`src/rtl/up_counter.sv`:
```
// Start/stop/load up-counter with terminal-count detection and optional auto-reload.
// Define UP_COUNTER_WRAPS_EN to add the saturating 8-bit reload counter output "wraps".
module up_counter #(
  parameter int WIDTH = 4
) (
  input  logic             clk,
  input  logic             rst,
  input  logic             start,
  input  logic             stop,
  input  logic             load,
  input  logic [WIDTH-1:0] load_val,
  input  logic [WIDTH-1:0] limit,
  input  logic             auto_reload,
  output logic [WIDTH-1:0] count,
  output logic             running,
  output logic             done
`ifdef UP_COUNTER_WRAPS_EN
  ,
  output logic [7:0]       wraps
`endif
);

  localparam logic [1:0] S_IDLE  = 2'd0;
  localparam logic [1:0] S_RUN   = 2'd1;
  localparam logic [1:0] S_PAUSE = 2'd2;
  localparam logic [1:0] S_DONE  = 2'd3;

  logic [1:0]       state, state_nxt;
  logic [WIDTH-1:0] count_nxt;
  logic             done_nxt;

  // Priority per cycle: stop, then load, then start, then increment/terminal check.
  always_comb begin
    state_nxt = state;
    count_nxt = count;
    done_nxt  = 1'b0;
    if (stop) begin
      if (state == S_RUN) state_nxt = S_PAUSE;
    end else if (load) begin
      count_nxt = load_val;
    end else if (start && (state != S_RUN)) begin
      state_nxt = S_RUN;
      if (state != S_PAUSE) count_nxt = '0;
    end else if (state == S_RUN) begin
      if (count == limit) begin
        done_nxt = 1'b1;
        if (auto_reload) count_nxt = '0;
        else             state_nxt = S_DONE;
      end else begin
        count_nxt = count + 1'b1;
      end
    end
  end

  always_ff @(posedge clk or negedge rst) begin
    if (!rst) begin
      state   <= S_IDLE;
      count   <= '0;
      running <= 1'b0;
      done    <= 1'b0;
    end else begin
      state   <= state_nxt;
      count   <= count_nxt;
      running <= (state_nxt == S_RUN);
      done    <= done_nxt;
    end
  end

`ifdef UP_COUNTER_WRAPS_EN
  function automatic logic [7:0] sat_inc(input logic [7:0] v);
    return (v == 8'hFF) ? v : v + 8'd1;
  endfunction

  logic wrap_hit, wrap_clr;
  assign wrap_hit = (state == S_RUN) && !stop && !load && (count == limit) && auto_reload;
  assign wrap_clr = !stop && !load && start && ((state == S_IDLE) || (state == S_DONE));

  always_ff @(posedge clk or negedge rst) begin
    if (!rst)          wraps <= 8'd0;
    else if (wrap_clr) wraps <= 8'd0;
    else if (wrap_hit) wraps <= sat_inc(wraps);
  end
`endif

endmodule

```
`config.mk`:
```
export PLATFORM = sky130hd
export DESIGN_NAME = up_counter
export DESIGN_NICKNAME = d
export VERILOG_FILES = /design/src/rtl/up_counter.sv
export SDC_FILE = /design/constraint.sdc
export NUM_CORES = 1
export LEC_CHECK = 0
export BUFFER_PORTS_ARGS = -buffer_cell sky130_fd_sc_hd__buf_2
export CELL_PAD_IN_SITES_DETAIL_PLACEMENT = 1
export CELL_PAD_IN_SITES_GLOBAL_PLACEMENT = 1
export CORE_ASPECT_RATIO = 0.9
export CORE_MARGIN = 1.5
export CORE_UTILIZATION = 36
export CTS_CLUSTER_DIAMETER = 80
export DETAILED_ROUTE_END_ITERATION = 16
export GPL_TIMING_DRIVEN = 1
export HOLD_SLACK_MARGIN = 0.06
export MAX_ROUTING_LAYER = met4
export PLACE_DENSITY_LB_ADDON = 0.3
export SYNTH_ARGS = -nofsm -noshare
export SYNTH_HDL_FRONTEND = slang
export SYNTH_SLANG_ARGS = --single-unit
```
`constraint.sdc`:
```
create_clock -name clk -period 3.87 [get_ports clk]
set_input_delay 0.387 -clock clk [delete_from_list [all_inputs] [get_ports clk]]
set_output_delay 0.387 -clock clk [all_outputs]
set_load 0.02 [all_outputs]
```
==> reports/metrics.cfg <==
[cells_and_area]
instances_no_fill = 92
regArea_um2 = 200.2
area_growth_pct = 25.47
nFillCells = 163
multi_input_area_um2 = 309.0
antenna_cells = 0
final_cell_area_um2 = 665.6
layout.nets = 95
drive_gt1_frac = 0.3333
fin_util = 0.5096

[routing]
vias_per_cell = 5.565
vias = 512
wl_per_cell_um = 14.92
drcViolationCount = 0
drtAntennaViolNets = 0
first_iter_violations = 10
routed_wirelength_um = 1373
firstDrtPassIters = 4

[sta]
period_minus_slack_ns = 1.730
finClkSkew_ns = 0.009258
slew_viol_final = 0
clock.fmax_mhz = 577.9
finalSetupViolCount = 0
period_share = 0.4471
tns_ns = 0
slew_headroom = 0.6586
hold_viol = 0
worstMarginPinSlew_ns = 0.5122
rsz0062_at_grt = no

[yosys]
yosys-top-cells-count = dfrtp_1, a21oi_1, a32oi_1, nand3_1, xnor2_1
syn-num-nets = 72
synth_warnings = 0
synthCells = 57
synth_edf_count = 0
yosys.cell_count.top_type = dfrtp_1
synth_top_cell_by_area = dfrtp_1
syn_area_per_cell_um2 = 9.307
seq_area_frac_synth = 0.3774
yosysUniqueCellTypes = 25
synth_top_area_share = 0.3774
synth_seq_cells = 8
synthFlopType = dfrtp_1
synthesis.area_um2 = 530.5
synth_area_leaders = dfrtp_1, a32oi_1, xnor2_1
async_flop_share = 1.000

[setup_path]
critical_path.top_delay_family = flip-flops
critPathMaxStageDelay_ns = 0.44
crit_type = flop to flop
crit_path_start = count[0]
critPathBufInv = 0
path_cells = xnor2_1, nand4_1, a32o_1, mux2_2
cp.arrival_ns = 1.87
crit_path_top_delay_cell = dfrtp_1
start_kind = flop
required_ns = 4.01
rr_startpoint = count[0]
critPathCaptureType = flop
crit_fanout = 7

[floorplan]
start_util = 0.4061
core-area_mm2 = 0.001306
die_w_um = 43.47
rows = 12
dieHeight_um = 39.42
pin_count = 20
die_area_mm2 = 0.001713

[grt]
grt_max_degree = 11
antenna_found_initial = 0
grt_pass1_vias = 540
grt_pass1_wl_um = 2387
grt_overflow = 0
grt_usage = 0.2114

[cts]
ctsRootBufferMaster = clkbuf_4
insertion_delay_ns = 0.26
tritoncts = done
htree_levels = 1
postCtsSetupBuffers = 0
cts_buffers = 3
cts_max_path_buffers = 2
cts_sinks = 8
clk_pin_slew_ns = 0.06

[worst_hold_path]
hold_start = stop
hold_path.class = primary input to flop

[placed_design]
placed_cell_area_um2 = 633.1
place_inst = 88
port_buffers = 19
place_congestion = 0.8225
dpl.hpwl_um = 1109

[power]
vdd_drop_max_mv = 0.2745
p_leak_nw = 0.3044
powerDensity_mw_per_mm2 = 632.4

[outcome]
outcome = complete, no violations

[job]
maxCapViolCount = 0

-- logic make-up after synthesis --
logic type | after synthesis | synth area share
AO/OA/AOI/OAI | 19 | 0.2735
AND/OR/NAND/NOR | 18 | 0.1769
flip-flops | 8 | 0.3774
buffers and inverters | 5 | 0.04009
XOR/XNOR | 4 | 0.06603
multiplexers | 2 | 0.04245
adder cells (fa/ha/maj) | 1 | 0.02358
-- sequential cells by signal (all words and copies together), names as in the netlist --
signal / count
count: 4
running: 1
done: 1
state: 2
-- through the flow --
stage	hold slack [ns]	power, mW	setup slack, ns
2_1_floorplan	0.09141	0.2941	2.290
3_3_place_gp	0.2356	0.3514	2.168
3_5_place_dp	0.2371	0.3590	2.108
4_1_cts	0.3470	0.4279	2.142
5_1_grt	0.3746	0.4605	2.046
6_report	0.3537	0.4209	2.140
-- where the power goes --
part	total (mW)	switching [mW]	internal [mW]	leakage (nW)
clock network	0.0658	0.0302	0.0356	0.0138
logic	0.197	0.109	0.0882	0.189
registers	0.158	0.0433	0.114	0.102
-- repair_timing --
| action | 4_1_cts | 5_1_grt |
|---|---|---|
| endpoints found under the setup margin | 0 | 0 |
| hold buffers | 1 | 0 |
| resized for setup | 0 | 0 |
| hold endpoints to repair | 8 | 0 |
-- path summary, 6_finish.rpt --
check                      endpoint  slack, ns  cells past startpoint
setup / recovery           count[1]       2.14                      4
hold / removal              running       0.35                      2
setup reg to reg           count[1]       2.14                      4
hold reg to reg            state[1]       0.54                      2
max in group asynchronous  count[0]       3.19                      2
min in group asynchronous      done       0.50                      2
-- metal layers --
metal | up-vias | GRT usage | wire (µm)
li1 | 258 | - | -
met1 | 237 | 0.2376 | 624
met2 | 13 | 0.3396 | 642
met3 | 4 | 0.08756 | 87
met4 | 0 | 0.08333 | 19
met5 | - | - | 0
-- placed cells by master, fill, tap and decap left out, drive strengths merged, types with 3 or more instances in the layout --
| cell type | n |
|---|---|
| buf | 19 |
| nand2 | 3 |
| a21oi | 6 |
| xnor2 | 4 |
| a32oi | 4 |
| nand3 | 4 |
| dfrtp | 8 |
| inv | 3 |
| clkbuf | 3 |
| nor2 | 3 |
-- layout make-up --
class	count	share of cell area
well taps	14	0.02632
inverters	3	0.01692
multi-input cells	44	0.4643
repair buffers	20	0.1579
clock buffers	3	0.03383
flip-flops and latches	8	0.3008
(Power assumes the default switching activity.)
